<file path="src/rtl/pc_ctrl.sv">
// Program counter and branch resolution: run sequencing, branch-target table,
// retired-instruction counter and sticky overflow flag.
//
// state | meaning
// IDLE  | waiting for start; pc, count and overflow hold their last values
// RUN   | executing; one instruction retires per non-stalled cycle
// DONE  | one-cycle pulse after halt retires, then back to IDLE
module pc_ctrl #(
  parameter int PC_W      = 10,
  parameter int LUT_IDX_W = 4
) (
  input  logic                 clk,
  input  logic                 reset_n,
  input  logic                 start,
  input  logic [PC_W-1:0]      start_addr,
  input  logic                 stall,
  input  logic                 halt,
  input  logic                 jump_en,
  input  logic                 branch_en,
  input  logic                 branch_flag,
  input  logic                 alu_overflow,
  input  logic [LUT_IDX_W-1:0] branch_idx,
  input  logic                 lut_we,
  input  logic [LUT_IDX_W-1:0] lut_waddr,
  input  logic [PC_W-1:0]      lut_wdata,
  output logic [PC_W-1:0]      pc,
  output logic                 running,
  output logic                 done,
  output logic [15:0]          instr_count,
  output logic                 ovf_sticky
);

  localparam int LUT_N = 1 << LUT_IDX_W;

  typedef enum logic [1:0] {
    IDLE = 2'd0,
    RUN  = 2'd1,
    DONE = 2'd2
  } state_e;

  state_e          state_q, state_d;
  logic [PC_W-1:0] pc_q, pc_d;
  logic [15:0]     cnt_q, cnt_d;
  logic            ovf_q, ovf_d;
  logic [PC_W-1:0] lut_q [LUT_N];
  logic [PC_W-1:0] lut_d [LUT_N];
  logic [PC_W-1:0] target;
  logic            retire;

  // Read uses the registered table, so a same-cycle write is seen next cycle.
  assign target = lut_q[branch_idx];

  always_comb begin
    lut_d = lut_q;
    if (lut_we) lut_d[lut_waddr] = lut_wdata;
  end

  always_comb begin
    state_d = state_q;
    pc_d    = pc_q;
    cnt_d   = cnt_q;
    ovf_d   = ovf_q;
    retire  = 1'b0;
    case (state_q)
      IDLE: begin
        if (start) begin
          state_d = RUN;
          pc_d    = start_addr;
          cnt_d   = '0;
          ovf_d   = 1'b0;
        end
      end
      RUN: begin
        if (!stall) begin
          retire = 1'b1;
          if (halt) begin
            state_d = DONE;
          end else if (jump_en || (branch_en && branch_flag)) begin
            pc_d = target;
          end else begin
            pc_d = pc_q + PC_W'(1);
          end
        end
      end
      DONE:    state_d = IDLE;
      default: state_d = IDLE;
    endcase
    if (retire) begin
      if (cnt_q != 16'hFFFF) cnt_d = cnt_q + 16'd1;
      if (alu_overflow)      ovf_d = 1'b1;
    end
  end

  always_ff @(posedge clk or negedge reset_n) begin
    if (!reset_n) begin
      state_q <= IDLE;
      pc_q    <= '0;
      cnt_q   <= '0;
      ovf_q   <= 1'b0;
      for (int i = 0; i < LUT_N; i++) lut_q[i] <= '0;
    end else begin
      state_q <= state_d;
      pc_q    <= pc_d;
      cnt_q   <= cnt_d;
      ovf_q   <= ovf_d;
      lut_q   <= lut_d;
    end
  end

  assign pc          = pc_q;
  assign running     = (state_q == RUN);
  assign done        = (state_q == DONE);
  assign instr_count = cnt_q;
  assign ovf_sticky  = ovf_q;

endmodule

</file>
<file path="config.mk">
export PLATFORM = sky130hd
export DESIGN_NAME = pc_ctrl
export DESIGN_NICKNAME = d
export VERILOG_FILES = /design/src/rtl/pc_ctrl.sv
export SDC_FILE = /design/constraint.sdc
export NUM_CORES = 1
export LEC_CHECK = 0
export ABC_AREA = 1
export CAP_MARGIN = 40
export CORE_UTILIZATION = 64
export DETAILED_ROUTE_END_ITERATION = 6
export PLACE_DENSITY = 0.87
export SYNTH_ARGS = -nofsm -noshare
export SYNTH_HDL_FRONTEND = slang
export SYNTH_SLANG_ARGS = --single-unit
export TNS_END_PERCENT = 5
</file>
<file path="constraint.sdc">
create_clock -name clk -period 3.39 [get_ports clk]
set_input_delay 0.5085 -clock clk [delete_from_list [all_inputs] [get_ports clk]]
set_output_delay 0.5085 -clock clk [all_outputs]
set_load 0.05 [all_outputs]
</file>
==> flow_metrics.py <==
metrics = {
    "setup_path": {
        "path_cells": "inv_1 > nand2_2 > inv_1 > clkdlybuf4s50_1",
        "end_kind": "primary output",
        "cp.required_ps": 2880,
        "slowest_delay_ps": 900,
        "slowest_stage": "clkdlybuf4s50_1",
        "critPathLaunchType": "flop",
        "critPathKind": "flop to primary output",
        "crit_fanout": 16,
        "cpMostUsedCell": "inv_1",
        "rrSetupSlack_ps": 1110,
        "arrival_ps": 2370,
    },
    "yosys": {
        "synth_mux_area_share_pct": 0,
        "synth-seq-cells": 189,
        "synth.distinct_cells": 35,
        "synth_xor_area_share_pct": 1.25,
        "yosysSeqAreaShare_pct": 48.4,
        "synth_top_family_by_area": "simple AND/OR/NAND/NOR gates",
        "synth_warnings": 0,
        "ys.flop_type": "dfrtp_1",
        "yosys.area_share.simple_pct": 28.9,
        "postSynthAreaPerCell_um2": 7.33,
        "synth_edf_count": 0,
        "async_reset_ff_share_pct": 100,
        "synth_compound_area_share_pct": 11.2,
        "synthAdderAreaFrac_pct": 0.256,
        "syn_area_um2": 9770,
        "syn-instance-count": 1334,
        "synth_fp_nets": 1374,
    },
    "sta": {
        "fin_tns_setup_ps": 0,
        "hold_violations": 0,
        "skew_ps": 8.28,
        "rsz0062_at_grt": "no",
        "relSlewSlack_pct": 44.3,
        "worstMarginPinSlew_ps": 833,
        "setup-violations-final": 0,
        "fin_crit_ps": 2880,
        "slew_viol_final": 0,
        "max_freq_mhz": 348,
        "fin_crit_sh_pct": 84.8,
    },
    "detailed_routing": {
        "dr_total_vias": 9155,
        "final_antenna_net_count": 0,
        "first_pass_iters": 7,
        "vias_per_cell": 5.85,
        "wl_um": 26100,
        "drtIter0Drc": 1168,
        "wire_per_inst_um": 16.7,
        "drc": 3,
    },
    "power": {
        "p_seq_share_pct": 41.7,
        "switchingPower_w": 0.00279,
        "power.clock.fraction_pct": 26.8,
        "p_leak_nw": 5.56,
        "power_density_nw_per_um2": 675,
        "internal_power_w": 0.00474,
        "switching_share_pct": 37.0,
        "pwr-share-comb_pct": 31.5,
        "ir_worst_vdd_mv": 0.388,
    },
    "layout": {
        "final_cells": 1565,
        "layout_common_cells": "454 x nand2_1, 189 x dfrtp_1, 173 x o21ai_0, 157 x inv_1, 139 x nand3_1",
        "final_common_cell": "nand2_1",
        "drive_above_1_share_pct": 5.72,
        "antenna-diode-count": 0,
        "syn_to_final_growth_pct": 14.1,
        "fin_nets": 1408,
    },
    "global_routing": {
        "grt.total_usage_pct": 35.3,
        "grt_max_degree": 94,
        "antenna_found_initial": 0,
        "grt_overflow": 0,
        "grt_pass1_vias": 8762,
        "grt_pass1_wl_um": 43700,
    },
    "floorplan": {
        "die_h_um": 126,
        "dieArea_um2": 15800,
        "coreArea_um2": 14700,
        "initial_core_util_pct": 66.5,
        "num_rows": 44,
        "die_w_um": 126,
        "pin_count": 67,
    },
    "cts": {
        "cts_resized": 0,
        "cts.sinks": 189,
        "cts_root_buffer": "clkbuf_16",
        "cts_tree": "yes",
        "htree_levels": 4,
        "cts_buffers": 17,
        "clock_latency_ps": 440,
        "clockBufferDepth": 2,
        "cts_setup_buffers": 0,
        "cts_hold_buffers": 0,
        "clk_pin_slew_ps": 70,
    },
    "run": {
        "cap_violations": 0,
    },
    "place": {
        "place_hpwl_um": 17100,
        "numPlacedInstances": 1533,
        "gp_congestion": 0.942,
        "port-buffer-count": 66,
    },
    "status": {
        "violations": "design-rule violations",
        "outcome": "finished, violations left",
    },
    "worst_hold_path": {
        "holdCritPathClass": "primary input to asynchronous set/reset pin",
    },
}
-- per-stage QoR --
step | instance area, um2 | worst slack, ps | total power [W] | util [%] | hold slack, ps
after floorplan | 9770 | 1460 | 0.00473 | - | 213
after global placement | 10500 | 1000 | 0.00540 | 71.6 | 462
after detailed placement | 10600 | 928 | 0.00548 | 71.8 | 467
after CTS | 11200 | 514 | 0.00751 | 75.9 | 160
after global routing | 11200 | 385 | 0.00793 | 75.9 | 198
final | 11200 | 514 | 0.00753 | 75.9 | 134
-- sequential cells by signal (all words and copies together) (netlist names) --
signal	count
pc	10
instr_count	16
lut_q	160
state_q	2
ovf_sticky	1
-- power groups by stage --
| stage | registers [W] | logic [W] | clock network (W) |
|---|---|---|---|
| finish | 0.00314 | 0.00237 | 0.00202 |
| global route | 0.00320 | 0.00263 | 0.00211 |
| CTS | 0.00313 | 0.00235 | 0.00203 |
| detailed placement | 0.00316 | 0.00232 | 0 |
| global placement | 0.00314 | 0.00225 | 0 |
| floorplan | 0.00345 | 0.00128 | 0 |
-- critical path, delay by kind of cell, from the launching register on --
| kind | cells | cell delay (ps) |
|---|---|---|
| DFF | 1 | 370 |
| and+or+nand+nor | 1 | 150 |
| buffers and inverters | 3 | 1400 |
-- cell families after synthesis --
| family | after synthesis |
|---|---|
| buffers and inverters | 243 |
| AND/OR/NAND/NOR | 675 |
| adder cells (fa/ha/maj) | 2 |
| AO/OA/AOI/OAI | 211 |
| XOR/XNOR | 14 |
| flip-flops | 189 |
-- final cells by class --
| cell class | count | area, um2 |
|---|---|---|
| sequential | 189 | 4730 |
| multi-input combinational | 902 | 4070 |
| fill | 1076 | 3540 |
| timing repair buffer | 96 | 917 |
| inverter | 162 | 611 |
| clock buffer | 22 | 484 |
| tap | 184 | 230 |
| clock inverter | 10 | 111 |
-- metal layers --
metal  track usage, %  part of all wire, %  wire, um  up-vias
met3             9.07                   11      2990       65
li1                 -                    -         -     4250
met5                0                    0         0        -
met2             54.6                   46     12000      553
met4             14.5                  2.8       732        0
met1             47.7                   40     10400     4287
-- path summary, 6_finish.rpt --
| check | startpoint | endpoint | cells after the start |
|---|---|---|---|
| max | state_q[1] | running | 4 |
| max in group asynchronous | reset_n | pc[9] | 2 |
| min | reset_n | lut_q[95] | 1 |
| min reg2reg | lut_q[132] | lut_q[132] | 2 |
| min in group clk | lut_q[132] | lut_q[132] | 2 |
| max reg2reg | state_q[1] | instr_count[0] | 7 |
-- Yosys cell counts (7+ instances only) --
library cell / instances / share of area [%]
nand2_1: 454 / 17
dfrtp_1: 189 / 48
o21ai_0: 173 / 8.9
inv_1: 157 / 6.0
nand3_1: 139 / 7.1
nor2_1: 55 / 2.1
clkbuf_1: 49 / 1.9
buf_2: 25 / 1.3
xor2_1: 13 / 1.2
a21oi_1: 12 / 0.61
o21ai_1: 12 / 0.61
o211ai_1: 8 / 0.61
nor3_1: 7 / 0.36
No activity file was read; power rests on OpenSTA's default activity.
